File: src/rtl/wb_pkg.sv
// wb_pkg: shared access-size, FSM-state and byte-select definitions for the Wishbone master.
package wb_pkg;
    typedef enum logic [1:0] {
        SIZE_BYTE = 2'b00,
        SIZE_HALF = 2'b01,
        SIZE_WORD = 2'b10,
        SIZE_BAD  = 2'b11
    } size_e;
    typedef enum logic [1:0] {
        IDLE = 2'b00,
        BUS  = 2'b01,
        RESP = 2'b10
    } state_e;
    localparam logic [3:0] SEL_BYTE = 4'b0001;
    localparam logic [3:0] SEL_HALF = 4'b0011;
    localparam logic [3:0] SEL_WORD = 4'b1111;
    function automatic logic misaligned(input logic [1:0] size, input logic [1:0] off);
        return size == SIZE_WORD ? off != 2'b00 : size == SIZE_HALF ? off[0] : size != SIZE_BYTE;
    endfunction
endpackage

File: src/rtl/wb_lane_align.sv
// wb_lane_align: byte selects, write-lane replication and read extraction with sign/zero extension.
module wb_lane_align
    import wb_pkg::*;
(
    input  logic [1:0]  size,
    input  logic [1:0]  off,
    input  logic        uns,
    input  logic [31:0] wdata,
    input  logic [31:0] rdata,
    output logic [3:0]  sel,
    output logic [31:0] wdat,
    output logic [31:0] rext
);
    logic [31:0] shifted;
    always_comb begin
        sel     = size == SIZE_BYTE ? SEL_BYTE << off : size == SIZE_HALF ? SEL_HALF << off : SEL_WORD;
        wdat    = size == SIZE_BYTE ? {4{wdata[7:0]}} : size == SIZE_HALF ? {2{wdata[15:0]}} : wdata;
        shifted = rdata >> {off, 3'b000};
        rext    = size == SIZE_BYTE ? {{24{~uns & shifted[7]}}, shifted[7:0]}
                : size == SIZE_HALF ? {{16{~uns & shifted[15]}}, shifted[15:0]} : shifted;
    end
endmodule

File: src/rtl/wb_mem_master.sv
// wb_mem_master: single-outstanding load/store to Wishbone classic initiator.
// Define WB_MASTER_TIMEOUT_EN to add TIMEOUT_CYCLES and a BUS-state watchdog that forces a bus error.
module wb_mem_master
    import wb_pkg::*;
#(
    parameter int ADDR_WIDTH = 32
`ifdef WB_MASTER_TIMEOUT_EN
    ,
    parameter int TIMEOUT_CYCLES = 255
`endif
) (
    input  logic                  wb_clk_i,
    input  logic                  wb_rst_ni,
    input  logic                  mem_req_i,
    input  logic                  mem_we_i,
    input  logic [1:0]            mem_size_i,
    input  logic                  mem_unsigned_i,
    input  logic [ADDR_WIDTH-1:0] mem_addr_i,
    input  logic [31:0]           mem_wdata_i,
    output logic [31:0]           mem_rdata_o,
    output logic                  mem_done_o,
    output logic                  mem_err_o,
    output logic                  mem_busy_o,
    output logic                  wb_cyc_o,
    output logic                  wb_stb_o,
    output logic [ADDR_WIDTH-1:0] wb_adr_o,
    output logic                  wb_we_o,
    output logic [3:0]            wb_sel_o,
    output logic [31:0]           wb_dat_o,
    input  logic [31:0]           wb_dat_i,
    input  logic                  wb_ack_i,
    input  logic                  wb_err_i
);
    state_e      state_q, state_d;
    logic [1:0]  size_q, off_q, size_m, off_m;
    logic        uns_q, we_q, bad, timeout, term;
    logic [3:0]  sel_w;
    logic [31:0] wdat_w, rext_w;
    // Before capture the aligner sees the live request, afterwards the captured access.
    assign size_m = state_q == IDLE ? mem_size_i : size_q;
    assign off_m  = state_q == IDLE ? mem_addr_i[1:0] : off_q;
    assign bad    = misaligned(mem_size_i, mem_addr_i[1:0]);
    assign term   = wb_ack_i | wb_err_i | timeout;
    wb_lane_align u_align (
        .size  (size_m),
        .off   (off_m),
        .uns   (uns_q),
        .wdata (mem_wdata_i),
        .rdata (wb_dat_i),
        .sel   (sel_w),
        .wdat  (wdat_w),
        .rext  (rext_w)
    );
`ifdef WB_MASTER_TIMEOUT_EN
    localparam int TW = $clog2(TIMEOUT_CYCLES + 1);
    localparam int CW = TW < 8 ? 8 : TW > 16 ? 16 : TW;
    logic [CW-1:0] cnt_q;
    always_ff @(posedge wb_clk_i or negedge wb_rst_ni) begin
        if (!wb_rst_ni) cnt_q <= '0;
        else            cnt_q <= state_q == BUS ? cnt_q + 1'b1 : '0;
    end
    assign timeout = state_q == BUS && cnt_q == CW'(TIMEOUT_CYCLES - 1);
`else
    assign timeout = 1'b0;
`endif
    always_ff @(posedge wb_clk_i or negedge wb_rst_ni) begin
        if (!wb_rst_ni) state_q <= IDLE;
        else            state_q <= state_d;
    end
    always_comb begin
        state_d = state_q == IDLE ? (mem_req_i ? (bad ? RESP : BUS) : IDLE)
                : state_q == BUS  ? (term ? RESP : BUS) : IDLE;
    end
    always_ff @(posedge wb_clk_i or negedge wb_rst_ni) begin
        if (!wb_rst_ni) begin
            size_q      <= '0;
            off_q       <= '0;
            uns_q       <= 1'b0;
            we_q        <= 1'b0;
            mem_rdata_o <= '0;
            mem_done_o  <= 1'b0;
            mem_err_o   <= 1'b0;
            mem_busy_o  <= 1'b0;
            wb_cyc_o    <= 1'b0;
            wb_stb_o    <= 1'b0;
            wb_adr_o    <= '0;
            wb_we_o     <= 1'b0;
            wb_sel_o    <= '0;
            wb_dat_o    <= '0;
        end else begin
            mem_done_o <= state_d == RESP;
            mem_busy_o <= state_d != IDLE;
            wb_cyc_o   <= state_d == BUS;
            wb_stb_o   <= state_d == BUS;
            if (state_q == IDLE && mem_req_i) begin
                size_q      <= mem_size_i;
                off_q       <= mem_addr_i[1:0];
                uns_q       <= mem_unsigned_i;
                we_q        <= mem_we_i;
                wb_adr_o    <= {mem_addr_i[ADDR_WIDTH-1:2], 2'b00};
                wb_we_o     <= mem_we_i & ~bad;
                wb_sel_o    <= bad ? '0 : sel_w;
                wb_dat_o    <= bad ? '0 : wdat_w;
                mem_err_o   <= bad;
                mem_rdata_o <= '0;
            end else if (state_q == BUS && term) begin
                mem_err_o   <= wb_err_i | timeout;
                mem_rdata_o <= wb_ack_i && !wb_err_i && !timeout && !we_q ? rext_w : '0;
            end else if (state_q == RESP) begin
                mem_err_o   <= 1'b0;
                mem_rdata_o <= '0;
            end
        end
    end
endmodule
File: config.mk
export PLATFORM = sky130hd
export DESIGN_NAME = wb_mem_master
export DESIGN_NICKNAME = d
export VERILOG_FILES = /design/src/rtl/wb_pkg.sv /design/src/rtl/wb_lane_align.sv /design/src/rtl/wb_mem_master.sv
export SDC_FILE = /design/constraint.sdc
export NUM_CORES = 1
export LEC_CHECK = 0
export ABC_AREA = 0
export CAP_MARGIN = 10
export CORE_ASPECT_RATIO = 1.75
export CORE_MARGIN = 4
export CORE_UTILIZATION = 44
export CTS_CLUSTER_SIZE = 28
export DETAILED_ROUTE_END_ITERATION = 6
export PLACE_DENSITY = 0.81
export SKIP_LAST_GASP = 1
export SLEW_MARGIN = 20
export SYNTH_ARGS = -nofsm -noshare
export SYNTH_HDL_FRONTEND = slang
export SYNTH_SLANG_ARGS = --single-unit
File: constraint.sdc
create_clock -name wb_clk_i -period 2.29 [get_ports wb_clk_i]
set_clock_uncertainty 0.05 [all_clocks]
set_input_delay 0.458 -clock wb_clk_i [delete_from_list [all_inputs] [get_ports wb_clk_i]]
set_output_delay 0.458 -clock wb_clk_i [all_outputs]
set_load 0.005 [all_outputs]
==> impl.org <==
** Placed design
- Detailed Place HPWL :: 12900 µm
- The count of buffers added on input and output ports is 208.
- At the end of routability-driven placement, the weighted congestion stood at 0.938.
- Worst-case setup slack after placement :: -387 ps
- Counting tap cells, the placed design contains a total of 799 instances.

** Hold path
- The worst hold path was traced through 2 stages.
- Class of the most critical hold timing path :: flop to flop
- The worst hold path begins at wb_dat_o[28].

** Critical path
- The critical path starts at mem_addr_i[0].
- Cells traversed along the worst timing path :: clkdlybuf4s50_1 -> nor3b_4 -> buf_4 -> o21ai_1 -> a211oi_2 -> o31ai_4 -> buf_4 -> o31ai_2
- Data arrives at the worst endpoint at 2360 ps.
- The worst setup path is launched from a primary input.
- Worst stage delay on the critical path :: 510 ps
- Cell with the most instances on the worst path :: sky130_fd_sc_hd__buf_4
- For this design, the slowest cell found on the critical path is sky130_fd_sc_hd__clkdlybuf4s50_1.
- The startpoint identified for the worst register-to-register timing path is state_q[0].
- Type of element capturing the critical path :: flop
- The number of cells on the worst reg-to-reg path is 5.
- Maximum fanout count along the critical path :: 10
- The critical path in this run is classified as primary input to flop.
- Endpoint required time on the critical path :: 2490 ps

** Logic synthesis
- Number of synthesized flops with an enable pin :: 0
- During synthesis, Yosys emitted a total of 0 warnings.
- After synthesis the netlist holds a flip-flop and latch count of 111.
- Fraction of synthesis flops using an asynchronous set or reset pin :: 1.00
- In the synthesized netlist the dominant register cell turns out to be sky130_fd_sc_hd__dfrtp_1.
- The share of the Yosys chip area taken by registers is 0.525.
- The biggest area contributor in the post-synthesis netlist is sky130_fd_sc_hd__dfrtp_1.
- Synth top area cells :: sky130_fd_sc_hd__dfrtp_1, sky130_fd_sc_hd__mux2_2, sky130_fd_sc_hd__nand2_1, sky130_fd_sc_hd__o31ai_2, sky130_fd_sc_hd__mux2i_1
- The synthesized netlist contains 46 unique library cells.
- Share of the synthesized area in the top cell type :: 0.525
- Summing every instance area after synthesis gives 5290 µm².
- After technology mapping, the gate count stands at 453.
- Average cell area after synthesis :: 11.7 µm²

** Die
- The floorplan has 52 rows.
- The core region is 11600 µm².
- Starting density of the core :: 0.455
- Die ar. :: 13900 µm²
- Measured along the y axis, the die boundary spans 153 µm.
- Overall die width :: 90.9 µm
- Total I/O pin count :: 211

** Finish
- Compared with the post-synthesis result, the final layout area differs by 52.0%.
- Number of nets in the layout :: 784
- Ratio of cells with drive above 1 in the final layout :: 0.198
- Most frequent cells in the layout :: sky130_fd_sc_hd__clkdlybuf4s50_1, sky130_fd_sc_hd__dfrtp_1, sky130_fd_sc_hd__nand2_1, sky130_fd_sc_hd__mux2_2, sky130_fd_sc_hd__o21ai_0
- Registers take 2780 µm².
- Most common library cell in the layout ignoring fill and taps :: sky130_fd_sc_hd__clkdlybuf4s50_1
- In the final layout, the multi-input gates occupy 2350 µm².
- The layout has 870 filler cells.
- Number of diodes added for antenna fixing :: 0
- Excluding fillers, the count of instances in the completed layout stands at 816.
- Utilization after layout :: 0.691

** Clock tree
- The number of clock buffers added by TritonCTS is 9.
- Buffers inserted by post-CTS timing repair :: 0
- Clock latency on the worst-skew pair, taken at its later pin, is 350 ps.
- TritonCTS clock tree :: done
- The clock drives 111 sinks.
- In this run the number of H-tree levels came out at 3.
- Max Root-Sink Buffers :: 2
- After clock tree synthesis, the clock-pin slew on the worst setup and hold paths is 70 ps.
- The cell sitting at the root of the clock tree is a sky130_fd_sc_hd__clkbuf_16.

** Power
- Of the total power, the clock network draws 0.226.
- Sw Share :: 0.317
- Total power density per cell area :: 849 nW/µm²
- The internal power of the cells totals 4.66 mW.
- The share of total power dissipated in sequential elements is 0.382.
- Switching Power :: 2.17 mW
- Across the VDD grid, the largest voltage drop is 0.428 mV.
- The analysis attributes to cell leakage a power of 3.38 nW.
- Of the total power, combinational logic draws 0.392.

** STA
- Fin Setup TNS :: 0 ps
- The number of slew-limit violations in the final report came to 0.
- Measured against its own limit, the worst slew margin works out to 0.507.
- Portion of the clock cycle consumed by the worst path in the final layout :: 0.946
- For the pin with the worst max-slew slack, the measured transition is 734 ps.
- Final setup slack of the worst path :: 125 ps
- Maximum clock frequency :: 462 MHz
- Min cycle time layout :: 2170 ps
- Final Hold Violating Endpoints :: 0
- Unrepaired setup endpoints after global routing :: true
- Final setup fails :: 0
- Across all hold checks on the routed design, the worst slack comes to 435 ps.

** Global route
- The first global-routing pass estimated 26400 µm of wire.
- Across every metal layer, demand over resource in global routing totals 0.240.
- Vias in the first global route :: 4918
- For this run the aggregate overflow at the end of global routing stands at 0.
- Entering global routing, the biggest net connects 55 pins.
- The initial antenna violation count is 0.

** Run
- Max-cap violations in this run came to 0.

** Drt
- Summed over all layers, the routed wires come to 16600 µm.
- Router iterations before antenna repair :: 5
- Across all layers, the routed design uses 4590 vias.
- DRC marker count from the first detailed-route iteration :: 258
- Detail-routed via count per cell :: 5.63
- After detailed routing, the number of remaining DRC violations is 0.
- In this run the remaining antenna-violating nets after routing total 0.
- After detailed routing, the average wire length per cell comes to 20.4 µm.

** Run status
- The flow ran to the end, and the final reports show no timing, DRC or antenna violations.
## per-stage QoR
| stage | cell area (µm²) | power, mW |
|---|---|---|
| 2_1_floorplan | 5300 | 3.81 |
| 3_5_place_dp | 7730 | 5.33 |
| 3_3_place_gp | 7730 | 5.24 |
| 6_report | 8050 | 6.83 |
| 5_1_grt | 8050 | 7.20 |
| 4_1_cts | 8040 | 6.88 |
## layout make-up
type,count,area share
sequential,111,0.345
timing repair buffer,243,0.304
multi-input combinational,308,0.292
clock buffer,10,0.0297
tap,135,0.0210
clock inverter,6,0.00637
inverter,3,0.00171
## state kept, by name, summed over array words and instances, names as in the netlist, 2 cells and up
signal       flops
mem_rdata_o     32
off_q            2
wb_dat_o        32
size_q           2
wb_sel_o         4
state_q          2
wb_adr_o        30
## routing by layer
metal	GRT usage	share of wire	vias to the layer above
met5	0	0	-
met4	0.0899	0.027	0
met3	0.0590	0.071	35
met2	0.452	0.55	196
met1	0.255	0.35	2252
li1	-	-	2107
## worst paths after layout
path / end / slack, ps
min in group asynchronous: wb_adr_o[19] / 520
worst min register to register: wb_dat_o[28] / 430
worst min-delay path: wb_dat_o[28] / 430
max in group asynchronous: wb_dat_o[5] / 950
worst max register to register: wb_dat_o[26] / 150
worst max-delay path: mem_rdata_o[19] / 120
## logic make-up after synthesis
group           after synthesis  synth area share
compound gates              129             0.176
flops                       111             0.525
simple gates                 98            0.0818
mux                          76             0.174
buf+inv                      35            0.0359
fa+ha+maj                     3           0.00709
other cells                   1          0.000708
## cells in the mapped netlist, drive strengths merged, types with 8 or more instances
master / instances
dfrtp: 111
nand2: 76
mux2: 52
o21ai: 52
o31ai: 20
a21oi: 18
buf: 18
mux2i: 17
clkbuf: 14
a222oi: 8
nor2: 8
## critical path: cells and delay by family
kind / cells / cell delay [ps]
simple gates: 1 / 240
compound gates: 4 / 780
buf+inv: 3 / 880
## power by group through the flow
stage / Clock [mW] / Sequential, mW / Combinational (mW)
6_report: 1.55 / 2.61 / 2.68
5_1_grt: 1.66 / 2.66 / 2.88
3_3_place_gp: 0 / 2.62 / 2.62
3_5_place_dp: 0 / 2.64 / 2.68
2_1_floorplan: 0 / 2.64 / 1.17
4_1_cts: 1.57 / 2.61 / 2.70
## repair_timing
action / 4_1_cts / 5_1_grt
endpoints found under the hold margin: 28 / 0
resized for setup: 1 / 3
pin swaps: 0 / 1
hold buffers: 1 / 0
endpoints found under the setup margin: 9 / 7
Note: power is estimated with default switching activity, not from simulation.
